**src/rtl/fifo_pkg.sv**
```systemverilog
`default_nettype none
// ============================================================================
// Module      : fifo_pkg
// Description : Shared sizing helpers for the FWFT FIFO controller.
// Revision    : 1.0 - initial release
// ============================================================================
package fifo_pkg;

    localparam int DEF_ADDR_WIDTH = 4;
    localparam int DEF_DEPTH      = 1 << DEF_ADDR_WIDTH;

    function automatic int clog2(input int value);
        int r;
        r = 0;
        while ((1 << r) < value) r++;
        return r;
    endfunction

    function automatic int depth_of(input int addr_width);
        return 1 << addr_width;
    endfunction

    // Count spans 0..DEPTH+1, so one bit beyond the address width suffices.
    function automatic int cnt_width(input int addr_width);
        return addr_width + 1;
    endfunction

endpackage
`default_nettype wire

```
**src/rtl/fifo_ptr.sv**
```systemverilog
`default_nettype none
// ============================================================================
// Module      : fifo_ptr
// Description : Wrapping pointer, one extra wrap bit, sync clear and reset.
// Revision    : 1.0 - initial release
// ============================================================================
module fifo_ptr #(
    parameter int ADDR_WIDTH = 4
) (
    input  logic                  clk,
    input  logic                  rst_n,
    input  logic                  clr_i,
    input  logic                  inc_i,
    output logic [ADDR_WIDTH:0]   ptr_o
);

    logic [ADDR_WIDTH:0] ptr_q;
    logic [ADDR_WIDTH:0] ptr_d;

    always_comb begin
        ptr_d = ptr_q;
        if (clr_i) begin
            ptr_d = '0;
        end else if (inc_i) begin
            ptr_d = ptr_q + 1'b1;
        end
    end

    always_ff @(posedge clk) begin
        if (!rst_n) begin
            ptr_q <= '0;
        end else begin
            ptr_q <= ptr_d;
        end
    end

    assign ptr_o = ptr_q;

endmodule
`default_nettype wire

```
**src/rtl/fifo_fwft_ctrl.sv**
```systemverilog
`default_nettype none
// ============================================================================
// Module      : fifo_fwft_ctrl
// Description : FWFT FIFO controller driving a registered-output dual-port RAM.
// Revision    : 1.0 - initial release
// ============================================================================
module fifo_fwft_ctrl
    import fifo_pkg::*;
#(
    parameter int ADDR_WIDTH   = 4,
    parameter int DATA_WIDTH   = 32,
    parameter int AFULL_THRESH = (1 << ADDR_WIDTH) - 1
) (
    input  logic                          clk,
    input  logic                          rst_n,
    input  logic                          flush,
    input  logic                          s_valid,
    output logic                          s_ready,
    input  logic [DATA_WIDTH-1:0]         s_data,
    output logic                          m_valid,
    input  logic                          m_ready,
    output logic [DATA_WIDTH-1:0]         m_data,
    output logic [ADDR_WIDTH:0]           count,
    output logic                          almost_full,
    output logic [ADDR_WIDTH-1:0]         ram_waddr,
    output logic                          ram_we,
    output logic [DATA_WIDTH-1:0]         ram_din,
    output logic [ADDR_WIDTH-1:0]         ram_raddr,
    output logic                          ram_re,
    input  logic [DATA_WIDTH-1:0]         ram_dout
);

    localparam int CW    = cnt_width(ADDR_WIDTH);
    localparam int DEPTH = depth_of(ADDR_WIDTH);

    localparam logic [CW-1:0] FULL_CNT  = CW'(DEPTH);
    localparam logic [CW-1:0] AFULL_CNT = CW'(AFULL_THRESH);

    logic [ADDR_WIDTH:0] wptr;
    logic [ADDR_WIDTH:0] rptr;
    logic [CW-1:0]       ram_cnt;
    logic                ram_full;
    logic                ram_empty;
    logic                push;
    logic                rd_en;
    logic                m_valid_q;
    logic                m_valid_d;

    assign ram_cnt   = wptr - rptr;
    assign ram_full  = (ram_cnt == FULL_CNT);
    assign ram_empty = (ram_cnt == '0);

    // Handshakes are gated by rst_n so nothing is written or read mid-reset.
    assign s_ready = rst_n && !ram_full && !flush;
    assign push    = s_valid && s_ready;
    assign rd_en   = rst_n && !ram_empty && (!m_valid_q || m_ready) && !flush;

    fifo_ptr #(.ADDR_WIDTH(ADDR_WIDTH)) u_wptr (
        .clk   (clk),
        .rst_n (rst_n),
        .clr_i (flush),
        .inc_i (push),
        .ptr_o (wptr)
    );

    fifo_ptr #(.ADDR_WIDTH(ADDR_WIDTH)) u_rptr (
        .clk   (clk),
        .rst_n (rst_n),
        .clr_i (flush),
        .inc_i (rd_en),
        .ptr_o (rptr)
    );

    always_comb begin
        m_valid_d = rd_en || (m_valid_q && !m_ready);
        if (flush) begin
            m_valid_d = 1'b0;
        end
    end

    always_ff @(posedge clk) begin
        if (!rst_n) begin
            m_valid_q <= 1'b0;
        end else begin
            m_valid_q <= m_valid_d;
        end
    end

    assign m_valid     = m_valid_q;
    assign m_data      = ram_dout;
    assign count       = ram_cnt + {{(CW-1){1'b0}}, m_valid_q};
    assign almost_full = (count >= AFULL_CNT);

    assign ram_we    = push;
    assign ram_din   = s_data;
    assign ram_waddr = wptr[ADDR_WIDTH-1:0];
    assign ram_re    = rd_en;
    assign ram_raddr = rptr[ADDR_WIDTH-1:0];

endmodule
`default_nettype wire

```
**config.mk**
```make
export PLATFORM = sky130hd
export DESIGN_NAME = fifo_fwft_ctrl
export DESIGN_NICKNAME = d
export VERILOG_FILES = /design/src/rtl/fifo_pkg.sv /design/src/rtl/fifo_ptr.sv /design/src/rtl/fifo_fwft_ctrl.sv
export SDC_FILE = /design/constraint.sdc
export NUM_CORES = 1
export LEC_CHECK = 0
export CAP_MARGIN = 20
export CORE_ASPECT_RATIO = 1.4
export CORE_MARGIN = 4
export CORE_UTILIZATION = 31
export CTS_CLUSTER_DIAMETER = 120
export DETAILED_ROUTE_END_ITERATION = 10
export GPL_TIMING_DRIVEN = 0
export PLACE_DENSITY = 0.87
export SETUP_SLACK_MARGIN = 0.3
export SLEW_MARGIN = 10
export SYNTH_ARGS = -nofsm -noshare
export SYNTH_HDL_FRONTEND = slang
export SYNTH_HIERARCHICAL = 1
export SYNTH_SLANG_ARGS = --single-unit
```
**constraint.sdc**
```tcl
create_clock -name clk -period 4.7 [get_ports clk]
set_input_delay 1.175 -clock clk [delete_from_list [all_inputs] [get_ports clk]]
set_output_delay 1.175 -clock clk [all_outputs]
set_load 0.01 [all_outputs]
```
==> results of run 1 <==
[logic make-up after synthesis]
family | synth area share
xor+xnor | 0.0601
flops | 0.158
buf+inv | 0.379
compound gates | 0.102
fa+ha+maj | 0.0861
mux | 0.0431
simple gates | 0.171
[cells in the mapped netlist]
cell,n,area [sq um]
sky130_fd_sc_hd__buf_4,64,480
sky130_fd_sc_hd__dfxtp_1,11,220
sky130_fd_sc_hd__inv_1,9,33.8
sky130_fd_sc_hd__ha_1,8,100
sky130_fd_sc_hd__nand3b_1,7,52.6
sky130_fd_sc_hd__a21oi_1,6,30.0
sky130_fd_sc_hd__mux2i_1,6,60.1
sky130_fd_sc_hd__nor2_1,5,18.8
sky130_fd_sc_hd__nand2_1,4,15.0
sky130_fd_sc_hd__nand4_1,4,25.0
sky130_fd_sc_hd__or3b_1,4,35.0
sky130_fd_sc_hd__xnor2_1,4,35.0
sky130_fd_sc_hd__buf_2,3,15.0
sky130_fd_sc_hd__nand2b_1,3,18.8
sky130_fd_sc_hd__nand3_1,3,15.0
sky130_fd_sc_hd__nor3_1,3,15.0
sky130_fd_sc_hd__xor2_1,3,26.3
sky130_fd_sc_hd__a21bo_1,2,20.0
sky130_fd_sc_hd__a31oi_1,2,12.5
sky130_fd_sc_hd__a41oi_1,2,17.5
sky130_fd_sc_hd__o21ai_0,2,10.0
sky130_fd_sc_hd__or2b_1,2,15.0
sky130_fd_sc_hd__a21o_1,1,7.51
sky130_fd_sc_hd__a311oi_1,1,8.76
sky130_fd_sc_hd__a311oi_2,1,15.0
sky130_fd_sc_hd__and3_1,1,6.26
sky130_fd_sc_hd__and3_2,1,7.51
sky130_fd_sc_hd__fa_1,1,20.0
sky130_fd_sc_hd__nor4b_1,1,8.76
sky130_fd_sc_hd__o211ai_2,1,12.5
sky130_fd_sc_hd__o32ai_1,1,8.76
sky130_fd_sc_hd__or2_1,1,6.26
sky130_fd_sc_hd__xnor3_1,1,22.5
[path summary, 6_finish.rpt]
| kind | start | to | slack (ns) | cells after the start |
|---|---|---|---|---|
| max | u_wptr/ptr_o[0] | almost_full | 0.50 | 10 |
| min | u_wptr/ptr_o[4] | u_wptr/ptr_o[4] | 0.54 | 2 |
| max reg2reg | u_wptr/ptr_o[0] | u_wptr/ptr_o[1] | 2.04 | 11 |
| min reg2reg | u_wptr/ptr_o[4] | u_wptr/ptr_o[4] | 0.54 | 2 |
[area by class of cell]
type                            count  area, sq um
Inverter                            9         33.8
Clock buffer                        4         45.0
Sequential cell                    11          223
Fill cell                         416         1890
Tap cell                           60         75.1
Multi-Input combinational cell     81          654
Timing Repair Buffer               86          861
Buffer                             67          495
[report_power, final]
part | internal [mW] | switching, mW
sequential | 0.0940 | 0.000659
combinational | 0.0926 | 0.0420
clock | 0.0594 | 0.0330
[worst max-delay path, cell delays in order, from the launching register on]
cell                              delay (ns)
sky130_fd_sc_hd__dfxtp_2                0.34
sky130_fd_sc_hd__inv_1                  0.07
sky130_fd_sc_hd__ha_1                   0.15
sky130_fd_sc_hd__inv_1                  0.05
sky130_fd_sc_hd__fa_1                   0.59
sky130_fd_sc_hd__ha_2                   0.25
sky130_fd_sc_hd__xnor3_1                0.26
sky130_fd_sc_hd__a311oi_2               0.25
sky130_fd_sc_hd__a41oi_1                0.09
sky130_fd_sc_hd__o211ai_2               0.17
sky130_fd_sc_hd__clkdlybuf4s50_1        0.56
[per-layer routing]
| layer | track usage | part of all wire |
|---|---|---|
| met5 | 0 | 0 |
| met1 | 0.138 | 0.33 |
| met2 | 0.248 | 0.51 |
| met4 | 0.0442 | 0.011 |
| met3 | 0.0504 | 0.15 |
[flip-flops by register name, summed over array words and instances, names as in the netlist]
register      count
u_rptr/ptr_o      5
m_valid           1
u_wptr/ptr_o      5
[repair_timing]
item / CTS / global route
endpoints found under the setup margin: 0 / 1
resized for setup: 0 / 4
endpoints found under the hold margin: 0 / 0
[per-stage QoR]
stage	hold WS, ns	setup WS (ns)	std cells	instance area (sq um)
6_report	0.541	0.497	318	2390
5_1_grt	0.562	0.295	318	2390
4_1_cts	0.545	0.422	318	2380
3_5_place_dp	0.536	0.545	314	2330
3_3_place_gp	0.521	0.539	314	2330
2_1_floorplan	0.509	1.35	168	1400
==> run_results.csv, run 1 <==
group,metric,value,unit
final_layout,most-common-layout-cells,"86 x sky130_fd_sc_hd__clkdlybuf4s50_1, 64 x sky130_fd_sc_hd__buf_4, 9 x sky130_fd_sc_hd__inv_1, 9 x sky130_fd_sc_hd__dfxtp_1",
clock_network,post_cts_hold_buffer_count,0,
routing,vias_per_cell,4.40,
sta,timing.slew.headroom,0.695,
die,placeableCoreArea,0.00427,sq mm
place,portBuffers,86,
global_route,grt_pass1_vias,1435,
sta,timing_max_transition_violations_final,0,
critical_path,timing.critical_path.to_type,"primary output",
min_path,min_path_type,"register to register",
final_layout,syn2layout_area_growth,71.1,%
yosys,synth_sequential_area_ratio,0.158,
die,die_area,0.00565,sq mm
final_layout,post_route_cells_drive_above_1_share,0.298,
clock_network,clock_latency,0.23,ns
routing,ant_nets,0,
final_layout,antenna_cells,0,
place,dp_hpwl,3430,um
die,dieWidth,64.7,um
routing,wire_per_inst,12.0,um
yosys,synthesized_instance_count,168,
global_route,initial_antenna_violation_count,0,
routing,via_count,1398,
place,place.gp.congestion,0.817,
global_route,grt_first_pass_wirelength,6260,um
routing,firstDrtPassIters,4,
die,floorplan.initialDensity,0.326,
clock_network,clock_tree_from_tritoncts,"built",
clock_network,clk_path_buf_depth,2,
sta,timing.fmax,238,MHz
critical_path,critical_path.startpoint_type,"register",
pwr,p_leak,1.07,nW
status,outcome,"finished, final reports clean",
final_layout,mostFrequentLayoutCell,"sky130_fd_sc_hd__clkdlybuf4s50_1",
die,num_io_pins,151,
yosys,syn_avg_cell_area,8.30,sq um
critical_path,critPathMaxFanout,5,
clock_network,clockRootBuffer,"sky130_fd_sc_hd__clkbuf_8",
yosys,synth_cell_types,33,
final_layout,fin_util,0.559,
global_route,gr-usage-all-layers,0.134,
sta,finalSetupTns,0,ns
clock_network,h-tree-depth,1,
global_route,global_route.overflow_total,0,
critical_path,arrival,3.03,ns
yosys,flops_latches_synth,11,
routing,drt_first_iter_violations,24,
clock_network,post_cts_buffers,0,
sta,layout_worst_path_cycle_share,0.894,
clock_network,clock_sinks,11,
global_route,grt_max_degree,12,
die,rows,28,
clock_network,worst_setup_hold_path_clk_slew,0.05,ns
routing,drc,0,
sta,timing.final.hold_violations,0,
sta,clock_skew,0.00351,ns
yosys,syn_nets,246,
final_layout,net_total_in_the_final_layout,337,
critical_path,path_class,"register to primary output",
sta,tightest_slew,0.453,ns
clock_network,cts_buffers,3,
sta,unrepaired_setup_endpoints_after_global_routing,"no",
yosys,netlist_area,0.00140,sq mm
yosys,synthesis.yosys.warnings,6,
critical_path,worst-endpoint-required,3.52,ns
pwr,power_density,135,mW/mm^2
pwr,peakVddDrop,0.0000796,V
run,max_cap_viol_count,0,
sta,final-setup-viol-count,0,
routing,postRouteWirelength,3810,um
die,die-height,87.4,um
sta,finalCriticalPeriod,4.20,ns
pwr,finalPower,0.322,mW
No activity file was read; power rests on OpenSTA's default activity.
==> run 2, diff against run 1 <==
- CORE_MARGIN: 4 -> not set
- CORE_UTILIZATION: 31 -> 28
- GPL_TIMING_DRIVEN: 0 -> not set
- PLACE_DENSITY: 0.87 -> 0.79
==> run 2 against run 1 <==
Effect of this change:
- non-clock buffer count shrank 129
- combinational power shrank 82%
- via count shrank 33%
- design area shrank 47%
- sequential share of layout area grew 8.2 points
- utilization shrank 30 points
- critical path type unchanged
- largest cell class is now multi-input gates
==> run_results.csv, run 2 (synthesis results as in run 1) <==
group,metric,value,unit
status,outcome,"finished, final reports clean",
global_route,grt_pass1_vias,847,
min_path,min_path_type,"register to register",
clock_network,post_cts_hold_buffer_count,0,
die,num_io_pins,151,
final_layout,syn2layout_area_growth,-9.42,%
sta,clock_skew,0.000873,ns
sta,final-setup-viol-count,0,
clock_network,post_cts_buffers,0,
place,place.gp.congestion,0.815,
clock_network,cts_buffers,3,
final_layout,fin_cells,193,
sta,timing_max_transition_violations_final,0,
global_route,grt_max_degree,12,
critical_path,critPathMaxFanout,5,
global_route,global_route.overflow_total,0,
die,placeableCoreArea,0.00480,sq mm
final_layout,post_route_cells_drive_above_1_share,0.0775,
place,numPlacedInstances,189,
clock_network,clock_latency,0.25,ns
pwr,p_leak,0.504,nW
routing,vias_per_cell,4.85,
sta,unrepaired_setup_endpoints_after_global_routing,"no",
sta,tightest_slew,0.534,ns
critical_path,worst-endpoint-required,3.52,ns
clock_network,clock_tree_from_tritoncts,"built",
sta,timing.fmax,235,MHz
run,max_cap_viol_count,0,
global_route,grt_first_pass_wirelength,4240,um
clock_network,clk_path_buf_depth,2,
sta,timing.final.hold_violations,0,
sta,finalSetupTns,0,ns
critical_path,critical_path.startpoint_type,"register",
critical_path,path_class,"register to primary output",
pwr,power_density,172,mW/mm^2
pwr,peakVddDrop,0.0000951,V
place,portBuffers,22,
routing,postRouteWirelength,2880,um
routing,firstDrtPassIters,6,
place,dp_hpwl,2220,um
sta,finalCriticalPeriod,4.26,ns
die,die_area,0.00527,sq mm
routing,drt_first_iter_violations,25,
die,floorplan.initialDensity,0.290,
global_route,gr-usage-all-layers,0.112,
final_layout,net_total_in_the_final_layout,208,
final_layout,antenna_cells,0,
critical_path,timing.critical_path.to_type,"primary output",
sta,layout_worst_path_cycle_share,0.906,
die,die-height,85.5,um
routing,via_count,937,
sta,timing.slew.headroom,0.642,
global_route,initial_antenna_violation_count,0,
routing,wire_per_inst,14.9,um
routing,drc,0,
routing,ant_nets,0,
clock_network,clockRootBuffer,"sky130_fd_sc_hd__clkbuf_8",
clock_network,h-tree-depth,1,
critical_path,arrival,3.08,ns
die,rows,30,
final_layout,mostFrequentLayoutCell,"sky130_fd_sc_hd__clkdlybuf4s50_1",
clock_network,worst_setup_hold_path_clk_slew,0.05,ns
final_layout,most-common-layout-cells,"22 x sky130_fd_sc_hd__clkdlybuf4s50_1, 10 x sky130_fd_sc_hd__dfxtp_1, 9 x sky130_fd_sc_hd__inv_1, 7 x sky130_fd_sc_hd__nand3b_1, 7 x sky130_fd_sc_hd__ha_1",
die,dieWidth,61.7,um
clock_network,clock_sinks,11,
run 2: cell types whose count changed in the layout (fill, tap and decap cells not counted):
| cell | delta |
|---|---|
| sky130_fd_sc_hd__clkdlybuf4s50_1 | -64 |
| sky130_fd_sc_hd__buf_4 | -62 |
| sky130_fd_sc_hd__buf_2 | -3 |
| sky130_fd_sc_hd__a311oi_1 | +1 |
| sky130_fd_sc_hd__a311oi_2 | -1 |
| sky130_fd_sc_hd__dfxtp_1 | +1 |
| sky130_fd_sc_hd__dfxtp_2 | -1 |
run 2: report_power, final:
part           switching, mW  internal (mW)
clock network         0.0387         0.0598
registers           0.000689         0.0939
logic                 0.0113         0.0132
run 2: repair_timing:
item,CTS,global route
resized for setup,0,2
endpoints found under the hold margin,0,0
setup endpoints to repair,0,1
run 2: final timing paths:
| kind | from | to | slack (ns) | depth (start not counted) |
|---|---|---|---|---|
| worst min register to register | u_rptr/ptr_o[0] | u_rptr/ptr_o[0] | 0.55 | 2 |
| worst min-delay path | u_rptr/ptr_o[0] | u_rptr/ptr_o[0] | 0.55 | 2 |
| worst max register to register | u_wptr/ptr_o[0] | u_wptr/ptr_o[1] | 2.05 | 10 |
| worst max-delay path | u_wptr/ptr_o[0] | almost_full | 0.44 | 10 |
run 2: routing by layer:
layer,vias up,part of all wire,track usage
met1,428,0.36,0.111
li1,433,-,-
met2,33,0.47,0.169
met5,-,0,0
met4,0,0.084,0.131
met3,43,0.092,0.0256
run 2: critical path: stages (launching register included):
cell                              delay [ns]
sky130_fd_sc_hd__dfxtp_1                0.35
sky130_fd_sc_hd__inv_1                  0.09
sky130_fd_sc_hd__ha_1                   0.15
sky130_fd_sc_hd__inv_1                  0.05
sky130_fd_sc_hd__fa_1                   0.56
sky130_fd_sc_hd__ha_2                   0.24
sky130_fd_sc_hd__xnor3_1                0.24
sky130_fd_sc_hd__a311oi_1               0.31
sky130_fd_sc_hd__a41oi_1                0.10
sky130_fd_sc_hd__o211ai_2               0.17
sky130_fd_sc_hd__clkdlybuf4s50_1        0.57
run 2: layout make-up:
cell class                      instances  area, sq um
Sequential cell                        11          221
Timing Repair Buffer                   24          235
Clock buffer                            4         45.0
Tap cell                               64         80.1
Fill cell                             551         3540
Inverter                                9         33.8
Multi-Input combinational cell         81          648
run 2: metrics by stage:
stage                     worst slack (ns)  total power, mW  utilization  instance area, sq um  hold slack [ns]
after floorplan                       1.35            0.165            -                  1400            0.509
after global placement               0.613            0.121        0.253                  1210            0.527
after detailed placement             0.559            0.121        0.253                  1210            0.536
after CTS                            0.353            0.218        0.262                  1260            0.561
after global routing                 0.301            0.223        0.263                  1260            0.581
final                                0.440            0.218        0.263                  1260            0.548
==> run 3, diff against run 2 <==
- CORE_UTILIZATION: 28 -> 26
- PLACE_DENSITY: 0.79 -> 0.77
- clock period: 4.7 -> 3.44 ns (I/O delays scaled with it)
==> run 3 against run 2 <==
Effect of this change:
- clock power increased by 33%
- wire length is 2.2% higher
- clock-buffer cell count unchanged
==> run_results.csv, run 3 (synthesis results as in run 1) <==
group,metric,value,unit
critical_path,levels_on_crit_path,10,
sta,timing.fmax,300,MHz
final_layout,post_route_cells_drive_above_1_share,0.315,
clock_network,clockRootBuffer,"sky130_fd_sc_hd__clkbuf_8",
clock_network,clk_path_buf_depth,2,
clock_network,clock_sinks,11,
status,outcome,"finished, final reports clean",
die,num_io_pins,151,
routing,via_count,980,
final_layout,mostFrequentLayoutCell,"sky130_fd_sc_hd__buf_4",
final_layout,area.sequential,224,sq um
place,place.gp.congestion,0.744,
clock_network,clock_latency,0.24,ns
critical_path,worst-endpoint-required,2.58,ns
global_route,grt_pass1_vias,1000,
global_route,initial_antenna_violation_count,0,
die,placeableCoreArea,0.00516,sq mm
pwr,power.clock.fraction,0.438,
sta,clock_skew,0.00139,ns
die,floorplan.initialDensity,0.270,
die,die-height,88.7,um
place,placement.cell_area,0.00132,sq mm
pwr,seqPwrFrac,0.430,
final_layout,multi_input_area,744,sq um
sta,finalWorstSetupSlack,0.101,ns
final_layout,fin_cells,209,
critical_path,critical_path.startpoint_type,"register",
critical_path,path_class,"register to primary output",
routing,ant_nets,0,
min_path,hold_path_depth,2,
die,rows,31,
final_layout,net_total_in_the_final_layout,222,
sta,timing.final.hold_violations,0,
routing,vias_per_cell,4.69,
final_layout,nFillCells,548,
critical_path,arrival,2.48,ns
global_route,grt_max_degree,11,
final_layout,antenna_cells,0,
critical_path,critical_path.cell_chain,"inv_2, ha_4, inv_2, fa_2, ha_4, xnor3_1, a311oi_2, a41oi_2, o211ai_2, buf_2",
sta,tightest_slew,0.383,ns
place,numPlacedInstances,204,
global_route,grt_first_pass_wirelength,4510,um
global_route,global_route.overflow_total,0,
critical_path,crit_slowest_cell,"sky130_fd_sc_hd__fa_2",
die,die_area,0.00567,sq mm
critical_path,crit_family,"adder cells",
place,pre_cts_ws,-0.0557,ns
pwr,p_leak,0.606,nW
place,dp_hpwl,2320,um
run,max_cap_viol_count,0,
critical_path,critical-path-max-stage-delay,0.56,ns
clock_network,h-tree-depth,1,
pwr,power_density,207,mW/mm^2
sta,unrepaired_setup_endpoints_after_global_routing,"yes",
final_layout,design_area,0.00145,sq mm
die,dieWidth,63.9,um
sta,layout_worst_path_cycle_share,0.971,
routing,wire_per_inst,14.1,um
critical_path,worst-r2r-cell-count,11,
min_path,min_path_type,"register to register",
routing,drc,0,
critical_path,cp_num_buf_inv,3,
sta,finalCriticalPeriod,3.34,ns
sta,final-setup-viol-count,0,
pwr,peakVddDrop,0.000198,V
routing,postRouteWirelength,2950,um
clock_network,cts_buffers,3,
routing,drt_first_iter_violations,5,
clock_network,worst_setup_hold_path_clk_slew,0.05,ns
pwr,finalPower,0.300,mW
global_route,gr-usage-all-layers,0.104,
place,portBuffers,22,
critical_path,timing.critical_path.to_type,"primary output",
pwr,power.switching,0.0685,mW
pwr,sw_ratio,0.228,
clock_network,clock_tree_from_tritoncts,"built",
pwr,internal-power,0.231,mW
pwr,power.share.combinational,0.131,
final_layout,syn2layout_area_growth,3.68,%
sta,timing_max_transition_violations_final,0,
critical_path,critPathMaxFanout,2,
sta,finalSetupTns,0,ns
routing,firstDrtPassIters,2,
sta,timing.slew.headroom,0.745,
final_layout,most-common-layout-cells,"16 x sky130_fd_sc_hd__buf_4, 15 x sky130_fd_sc_hd__clkdlybuf4s50_1, 8 x sky130_fd_sc_hd__dfxtp_1, 7 x sky130_fd_sc_hd__inv_1, 7 x sky130_fd_sc_hd__nand3b_1",
[run 3: final cells by class]
class | count | share of cell area
well taps | 66 | 0.0571
flip-flops and latches | 11 | 0.155
inverters | 9 | 0.0234
repair buffers | 38 | 0.219
clock buffers | 4 | 0.0311
multi-input cells | 81 | 0.515
[run 3: worst paths after layout]
kind	endpoint	start	slack, ns
min reg2reg	u_rptr/ptr_o[4]	u_rptr/ptr_o[4]	0.54
min	u_rptr/ptr_o[4]	u_rptr/ptr_o[4]	0.54
max reg2reg	u_wptr/ptr_o[3]	u_wptr/ptr_o[0]	1.07
max	almost_full	u_wptr/ptr_o[0]	0.10
[run 3: worst reg2reg max path, cell delays in order, from the launching register on]
cell	delay, ns
sky130_fd_sc_hd__dfxtp_2	0.32
sky130_fd_sc_hd__inv_2	0.06
sky130_fd_sc_hd__ha_4	0.12
sky130_fd_sc_hd__inv_2	0.03
sky130_fd_sc_hd__fa_2	0.40
sky130_fd_sc_hd__and3_2	0.26
sky130_fd_sc_hd__o21ai_2	0.19
sky130_fd_sc_hd__nand2_2	0.11
sky130_fd_sc_hd__a311oi_4	0.28
sky130_fd_sc_hd__buf_4	0.21
sky130_fd_sc_hd__nand4_1	0.13
sky130_fd_sc_hd__mux2i_1	0.14
[run 3: power groups by stage]
stage / registers, mW / logic (mW) / clock network [mW]
3_5_place_dp: 0.131 / 0.0375 / 0
5_1_grt: 0.129 / 0.0428 / 0.139
6_report: 0.129 / 0.0393 / 0.131
4_1_cts: 0.129 / 0.0387 / 0.136
2_1_floorplan: 0.132 / 0.0929 / 0
3_3_place_gp: 0.131 / 0.0374 / 0
[run 3: repair_timing]
item,in CTS,in global routing
hold buffers,0,0
gates resized for setup,29,13
pin swaps,3,6
buffers inserted,0,1
endpoints found under the hold margin,0,0
setup endpoints to repair,7,6
[run 3: metrics by stage]
stage | hold WS, ns | util
2_1_floorplan | 0.509 | -
3_3_place_gp | 0.522 | 0.255
3_5_place_dp | 0.537 | 0.255
4_1_cts | 0.544 | 0.271
5_1_grt | 0.572 | 0.280
6_report | 0.544 | 0.280
[run 3: layer usage]
| layer | GRT usage | vias up | part of all wire |
|---|---|---|---|
| li1 | - | 458 | - |
| met1 | 0.0879 | 444 | 0.33 |
| met2 | 0.194 | 29 | 0.51 |
| met3 | 0.0116 | 49 | 0.066 |
| met4 | 0.128 | 0 | 0.088 |
| met5 | 0 | - | 0 |
